**src/rtl/meas_seq_pkg.sv**
```systemverilog
// Shared definitions for the measurement sequencer.
//   state_e          : 10-state FSM encoding, 4 bits
//   DEF_GATE_CYCLES  : default gate window length (100 ms at 100 MHz)
//   DEF_CONV_TIMEOUT : default converter wait limit in cycles
//   SEL_FREQ/SEL_PEAK: conv_sel encodings
package meas_seq_pkg;

   typedef enum logic [3:0] {
      S_IDLE   = 4'd0,
      S_CLEAN  = 4'd1,
      S_GATE   = 4'd2,
      S_LATCH  = 4'd3,
      S_CONV_F = 4'd4,
      S_WAIT_F = 4'd5,
      S_CONV_P = 4'd6,
      S_WAIT_P = 4'd7,
      S_LOAD   = 4'd8,
      S_REPORT = 4'd9
   } state_e;

   localparam int unsigned DEF_GATE_CYCLES  = 10_000_000;
   localparam int unsigned DEF_CONV_TIMEOUT = 64;

   localparam logic SEL_FREQ = 1'b1;
   localparam logic SEL_PEAK = 1'b0;

endpackage

```
**src/rtl/seq_timer.sv**
```systemverilog
// Loadable down-counter with a zero flag.
//   clk, rst : clock, asynchronous active-high reset
//   load_i   : load LOAD_VAL (takes priority over dec_i)
//   dec_i    : decrement by one, saturating at zero
//   zero_o   : counter currently reads zero
module seq_timer #(
   parameter int unsigned LOAD_VAL = 1
) (
   input  logic clk,
   input  logic rst,
   input  logic load_i,
   input  logic dec_i,
   output logic zero_o
);

   localparam int W = (LOAD_VAL > 0) ? $clog2(LOAD_VAL + 1) : 1;

   logic [W-1:0] cnt_q, cnt_d;

   always_comb begin
      cnt_d = cnt_q;
      if (load_i)
         cnt_d = W'(LOAD_VAL);
      else if (dec_i && (cnt_q != '0))
         cnt_d = cnt_q - 1'b1;
   end

   always_ff @(posedge clk or posedge rst) begin
      if (rst) cnt_q <= '0;
      else     cnt_q <= cnt_d;
   end

   assign zero_o = (cnt_q == '0);

endmodule

```
**src/rtl/meas_sequencer.sv**
```systemverilog
// Measurement-cycle scheduler: clear, gate, latch, two shared conversions,
// display load and UART report, repeated while enable is high.
//   clk, rst              : clock, asynchronous active-high reset
//   enable                : run cycles (sampled in IDLE and at REPORT exit)
//   clean/gate/latch      : accumulator clear, count window, raw capture
//   conv_start/conv_sel   : shared converter start pulse and input select
//   conv_done             : converter result valid
//   disp_load             : load both BCD results into the display
//   tx_req/tx_ack         : report handshake
//   busy/cycle_cnt/err    : status, completed cycles, sticky timeout flag
module meas_sequencer
   import meas_seq_pkg::*;
#(
   parameter int unsigned GATE_CYCLES  = DEF_GATE_CYCLES,
   parameter int unsigned CONV_TIMEOUT = DEF_CONV_TIMEOUT
) (
   input  logic       clk,
   input  logic       rst,
   input  logic       enable,
   output logic       clean,
   output logic       gate,
   output logic       latch,
   output logic       conv_start,
   output logic       conv_sel,
   input  logic       conv_done,
   output logic       disp_load,
   output logic       tx_req,
   input  logic       tx_ack,
   output logic       busy,
   output logic [7:0] cycle_cnt,
   output logic       err
);

   state_e     state_q, state_d;
   logic       gate_load, gate_dec, gate_zero;
   logic       to_load, to_dec, to_zero;
   logic       err_set, cnt_inc;
   logic       clean_q, gate_q, latch_q, start_q, sel_q, load_q, req_q, busy_q, err_q;
   logic       sel_d;
   logic [7:0] cnt_q;

   seq_timer #(.LOAD_VAL(GATE_CYCLES - 1)) u_gate_tmr (
      .clk(clk), .rst(rst), .load_i(gate_load), .dec_i(gate_dec), .zero_o(gate_zero)
   );

   seq_timer #(.LOAD_VAL(CONV_TIMEOUT - 1)) u_conv_tmr (
      .clk(clk), .rst(rst), .load_i(to_load), .dec_i(to_dec), .zero_o(to_zero)
   );

   always_ff @(posedge clk or posedge rst) begin
      if (rst) state_q <= S_IDLE;
      else     state_q <= state_d;
   end

   always_comb begin
      state_d   = state_q;
      gate_load = 1'b0;
      gate_dec  = 1'b0;
      to_load   = 1'b0;
      to_dec    = 1'b0;
      err_set   = 1'b0;
      cnt_inc   = 1'b0;
      case (state_q)
         S_IDLE:   if (enable) state_d = S_CLEAN;
         S_CLEAN:  begin gate_load = 1'b1; state_d = S_GATE; end
         S_GATE:   begin
                      gate_dec = 1'b1;
                      if (gate_zero) state_d = S_LATCH;
                   end
         S_LATCH:  state_d = S_CONV_F;
         S_CONV_F: begin to_load = 1'b1; state_d = S_WAIT_F; end
         S_WAIT_F: begin
                      to_dec = 1'b1;
                      // a late result on the last cycle still counts as done
                      if (conv_done)    state_d = S_CONV_P;
                      else if (to_zero) begin err_set = 1'b1; state_d = S_CONV_P; end
                   end
         S_CONV_P: begin to_load = 1'b1; state_d = S_WAIT_P; end
         S_WAIT_P: begin
                      to_dec = 1'b1;
                      if (conv_done)    state_d = S_LOAD;
                      else if (to_zero) begin err_set = 1'b1; state_d = S_LOAD; end
                   end
         S_LOAD:   state_d = S_REPORT;
         S_REPORT: if (tx_ack) begin
                      cnt_inc = 1'b1;
                      state_d = enable ? S_CLEAN : S_IDLE;
                   end
         default:  state_d = S_IDLE;
      endcase
   end

   // conv_sel tracks the conversion in progress and otherwise holds
   always_comb begin
      sel_d = sel_q;
      if (state_d == S_CONV_F || state_d == S_WAIT_F)      sel_d = SEL_FREQ;
      else if (state_d == S_CONV_P || state_d == S_WAIT_P) sel_d = SEL_PEAK;
   end

   // Outputs registered from the next state so each one is a clean decode
   // of the state register, valid for exactly the cycles spent in that state.
   always_ff @(posedge clk or posedge rst) begin
      if (rst) begin
         clean_q <= 1'b0;
         gate_q  <= 1'b0;
         latch_q <= 1'b0;
         start_q <= 1'b0;
         sel_q   <= SEL_PEAK;
         load_q  <= 1'b0;
         req_q   <= 1'b0;
         busy_q  <= 1'b0;
         err_q   <= 1'b0;
         cnt_q   <= 8'd0;
      end else begin
         clean_q <= (state_d == S_CLEAN);
         gate_q  <= (state_d == S_GATE);
         latch_q <= (state_d == S_LATCH);
         start_q <= (state_d == S_CONV_F) || (state_d == S_CONV_P);
         sel_q   <= sel_d;
         load_q  <= (state_d == S_LOAD);
         req_q   <= (state_d == S_REPORT);
         busy_q  <= (state_d != S_IDLE);
         err_q   <= err_q | err_set;
         if (cnt_inc) cnt_q <= cnt_q + 8'd1;
      end
   end

   assign clean      = clean_q;
   assign gate       = gate_q;
   assign latch      = latch_q;
   assign conv_start = start_q;
   assign conv_sel   = sel_q;
   assign disp_load  = load_q;
   assign tx_req     = req_q;
   assign busy       = busy_q;
   assign err        = err_q;
   assign cycle_cnt  = cnt_q;

endmodule

```
**config.mk**
```make
export PLATFORM = sky130hd
export DESIGN_NAME = meas_sequencer
export DESIGN_NICKNAME = d
export VERILOG_FILES = /design/src/rtl/meas_seq_pkg.sv /design/src/rtl/seq_timer.sv /design/src/rtl/meas_sequencer.sv
export SDC_FILE = /design/constraint.sdc
export NUM_CORES = 1
export LEC_CHECK = 0
export BUFFER_PORTS_ARGS = -buffer_cell sky130_fd_sc_hd__buf_2
export CAP_MARGIN = 0
export CORE_ASPECT_RATIO = 1.4
export CORE_UTILIZATION = 63
export DETAILED_ROUTE_END_ITERATION = 7
export GPL_ROUTABILITY_DRIVEN = 0
export GPL_TIMING_DRIVEN = 0
export PLACE_DENSITY_LB_ADDON = 0.1
export RECOVER_POWER = 100
export SLEW_MARGIN = 25
export SYNTH_ARGS = -nofsm -noshare
export SYNTH_HDL_FRONTEND = slang
export SYNTH_SLANG_ARGS = --single-unit
```
**constraint.sdc**
```tcl
create_clock -name clk -period 5.24 [get_ports clk]
set_input_delay 0.262 -clock clk [delete_from_list [all_inputs] [get_ports clk]]
set_output_delay 0.262 -clock clk [all_outputs]
set_load 0.02 [all_outputs]
```
; Yosys cells after proc, flatten, opt, wreduce, memory -nomap -nowiden
; Cells that the tools add are included.
[word_totals]
reg_bits = 51
in_bits = 5
output_inout_bits = 17
word_cells = 75
[classes]
n_addsub = 3
eq_ne = 18
n_mux = 24
bitwise_logic = 1
reduce_logical = 16
[ops]
columns = cell, n
row1 = $mux 24, 2
row2 = $pmux 4 s10, 1
row3 = $eq 4x3->1 const B, 8
row4 = $mux 4, 7
row5 = $logic_not 24->1, 1
row6 = $reduce_bool 24->1, 1
row7 = $sub 24x1->24 const B, 1
row8 = $eq 4x2->1 const B, 4
row9 = $eq 4x4->1 const B, 4
row10 = $mux 1, 12
row11 = $mux 6, 2
row12 = $add 8x1->8 const B, 1
row13 = $eq 4x1->1 const B, 2
row14 = $logic_not 6->1, 1
row15 = $reduce_bool 2->1, 3
row16 = $reduce_bool 6->1, 1
row17 = $sub 6x1->6 const B, 1
row18 = $logic_not 4->1, 1
row19 = $reduce_bool 4->1, 1
row20 = $reduce_or 2->1, 2
row21 = $logic_or 1x1->1, 3
row22 = $logic_and 1x1->1, 2
row23 = $or 1x1->1, 1

; Depth between registers and ports, before layout
[depth]
word_depth = 8
mapped_depth = 8

; Modules after synthesis
; From an unflattened synthesis, not the netlist that was laid out.
[unflattened]
cells_unflattened = 281
area_unflattened_um2 = 2860.2
[by_module_without_submodules]
columns = module, instances, cells_per_inst, area_per_inst_um2, seq_area_each_um2
row1 = seq_timer at u_gate_tmr, 1, 153, 1468.9, 600.6
row2 = meas_sequencer, 1, 87, 974.7, 525.5
row3 = seq_timer at u_conv_tmr, 1, 41, 416.6, 150.1

; Least setup slack after synthesis
; OpenSTA, ideal clock, no wires.
[synth_timing]
kind = register to register
startpoint = register state_q[0]
endpoint = register u_gate_tmr.cnt_q[19]
setup_time_ps = 69
arrival_time_ps = 2195
required_ps = 5171
slack_ps = 2976
path_stages_with_launch = 8
path_cell_list = dfrtp_1 -> or4b_1 -> buf_2 -> nor4b_4 -> o311ai_1 -> buf_4 -> or4_1 -> nand3_1
[synth_via]
elab_chain_len = 4
elab_cells_between_ends = 7
classes_between = eq/ne: 2 / mux: 3 / reduce/logical: 2
[synth_lines]
columns = element, line
row1 = "start, declared", meas_sequencer.sv:34  ; state_e state_q, state_d;
row2 = "start signal, assigned", meas_sequencer.sv:52  ; else state_q <= state_d;
row3 = $eq 4x2->1, meas_sequencer.sv:63  ; case (state_q)
row4 = $mux 1, meas_sequencer.sv:63
row5 = $logic_and 1x1->1, seq_timer.sv:24  ; else if (dec_i && (cnt_q != '0))
row6 = $reduce_bool 2->1 (no line), -
row7 = "end signal, assigned", seq_timer.sv:30  ; else cnt_q <= cnt_d;
row8 = "end, declared", seq_timer.sv:18  ; logic [W-1:0] cnt_q, cnt_d;
; Parallel ways exist; a longest one is shown, timed or not.
; A chain may end at the register's enable or synchronous reset.

; Final worst setup path
; Ends and elaborated chain as after synthesis.

==> results.yml <==
finish:
  area_growth_pct: 9.135
  final_area_um2: 2810
  antennaDiodeCount: 0
  final_cell_mix: "dfrtp_1 (51), clkbuf_1 (31), nor2_1 (28)"
  final_common_cell: "dfrtp_1"
  drive_gt1_share_pct: 5.705
  layout.nets: 305
setup_path:
  cp-end-kind: "flop"
  cp_max_fo: 10
  worstSetupPathType: "flop to flop"
  reg2reg_slack_ps: 2360
  cp.required_ps: 5490
  worstPathArrival_ps: 3120
  start_kind: "flop"
min_path:
  hold_class: "primary input to flop"
logic_synthesis:
  synth_cells: 266
  ys_warn_count: 0
  ys_types: 44
  yosys_register_bits: 51
  synth_edf_count: 0
  yosys_most_used_dff: "dfrtp_1"
  avgSynthCellArea_um2: 9.680
  syn_nets: 274
  yosysSeqAreaShare_pct: 49.56
  async_reset_ff_share_pct: 100.0
  syn_area_um2: 2575
floorplanning:
  start_util_pct: 65.71
  num_io_pins: 22
  dieArea_um2: 4350
  rows: 27
  die-width_um: 56.03
  die_h_um: 77.65
  core-area_um2: 3919
cts:
  htree_levels: 2
  numCtsBuffers: 5
  cts_sinks: 51
  cts.path.max_buffers: 2
  clk_latency_ps: 310
  cts.clk_slew.worst_paths_ps: 90
  cts-root-buf: "clkbuf_8"
  cts_tree: "done"
timing:
  finalSetupViolCount: 0
  fin_skew_ps: 7.329
  tns_ps: 0
  hold_slack_ps: 199.5
  worstMarginPinSlew_ps: 1019
  slew_headroom_pct: 32.04
  rsz0062_at_grt: "no"
  finalHoldViolCount: 0
  min_period_ps: 2877
  fmax_mhz: 347.6
  fin_crit_sh_pct: 54.90
  drv_slew: 0
power_and_ir_drop:
  p_leak_nw: 1.137
  power_density_nw_per_um2: 400.0
  ir_drop_uv: 333.5
global_route:
  globalRouteTotalUtil_pct: 26.68
  grt_max_degree: 20
  grt_pass1_vias: 2023
  antenna_found_initial: 0
  grt-ovfl-total: 0
  grt_pass1_wl_um: 8907
run:
  drv_cap: 0
place:
  dp_hpwl_um: 3894
  port_buffers: 21
  postPlaceCellArea_um2: 2789
routing:
  drcViolationCount: 0
  wl_um: 5294
  wl_per_cell_um: 15.52
  drt_iter0_markers: 70
  antenna_left: 0
  drt_pre_antenna_iters: 4
  vias_per_cell: 6.103
  vias: 2081
outcome:
  status: "completed"
## report_power, final
| part | leakage [nW] | internal, mW | switching, mW | total (mW) |
|---|---|---|---|---|
| sequential | 0.599 | 0.460 | 0.0621 | 0.523 |
| combinational | 0.487 | 0.120 | 0.235 | 0.354 |
| clock | 0.0515 | 0.121 | 0.127 | 0.247 |
| total | 1.14 | 0.701 | 0.423 | 1.12 |
## critical path: stages (launching register included)
cell	delay, ps
dfrtp_1	440
or4b_1	530
clkbuf_1	190
nor4b_1	510
o311ai_0	290
clkbuf_1	270
or4_1	510
nand3_1	90
## cell type report
class	instances	area [um2]
fillers	293	1109
clock buffers	8	100.1
well taps	43	53.80
repair buffers	24	101.3
plain buffers	11	41.29
flip-flops and latches	51	1276
inverters	10	37.54
multi-input cells	194	1200
## path summary, 6_finish.rpt
kind / startpoint / end / cells past startpoint
worst max register to register: state_q[0] / u_gate_tmr.cnt_q[19] / 7
worst min-delay path: conv_done / state_q[0] / 2
worst min register to register: cycle_cnt[7] / cycle_cnt[7] / 1
worst max-delay path: state_q[0] / u_gate_tmr.cnt_q[19] / 7
max in group asynchronous: rst / clean / 5
min in group asynchronous: rst / cycle_cnt[5] / 3
## state kept, by name, indices dropped and copies added (netlist names)
name and flops:
busy 1, conv_sel 1, state_q 4, u_gate_tmr.cnt_q 24, gate 1, err 1, disp_load 1, clean 1
latch 1, cycle_cnt 8, tx_req 1, conv_start 1, u_conv_tmr.cnt_q 6
## synthesized netlist by cell type, drive strengths merged, types with 2 or more instances
library cell	n	area (um2)
a31oi	2	12.51
o211ai	7	52.55
or3	5	31.28
inv	10	37.54
nand3	13	65.06
nor4	11	68.82
xor2	16	140.1
a21o	2	15.01
o311ai	2	17.52
or4	7	52.55
o21ai	9	45.04
o31ai	4	30.03
clkbuf	9	33.78
and4	3	26.28
xnor2	7	61.31
dfrtp	51	1276
and3	3	18.77
nand2	24	90.09
nand3b	2	15.01
nand4	6	37.54
nor3	8	45.04
nor2	28	105.1
ha	3	37.54
buf	2	12.51
nor3b	2	15.01
a211oi	5	37.54
a21oi	7	35.03
nand2b	2	12.51
or2	3	18.77
nor4b	3	41.29
## logic make-up after synthesis
| kind of cell | count (synthesis) | share of synthesized area (%) |
|---|---|---|
| fa+ha+maj | 3 | 1.458 |
| compound gates | 43 | 11.22 |
| flops | 51 | 49.56 |
| simple gates | 123 | 25.85 |
| xor+xnor | 23 | 7.823 |
| mux | 2 | 0.8260 |
| buf+inv | 21 | 3.256 |
## stage by stage
step	util [%]	worst slack, ps	cells	total power, mW
after detailed placement	71.17	2804	332	0.8921
after floorplan	-	2976	266	0.7854
after global routing	71.71	2044	341	1.196
after CTS	73.98	2788	341	1.142
final	71.71	2363	341	1.124
after global placement	69.76	2816	330	0.8734
## timing repair
item | in CTS | in global routing
endpoints found under the hold margin | 17 | 0
hold buffers | 1 | 0
buffers inserted | 0 | 0
resized for setup | 0 | 0
## per-layer routing
metal,share of wire [%],wire (um),up-vias,track usage [%]
li1,-,-,1018,-
met1,41,2150,1004,28.94
met2,54,2838,44,47.74
met3,2.8,149,15,5.833
met4,2.9,155,0,14.15
met5,0,0,-,0
No activity file was read; power rests on OpenSTA's default activity.
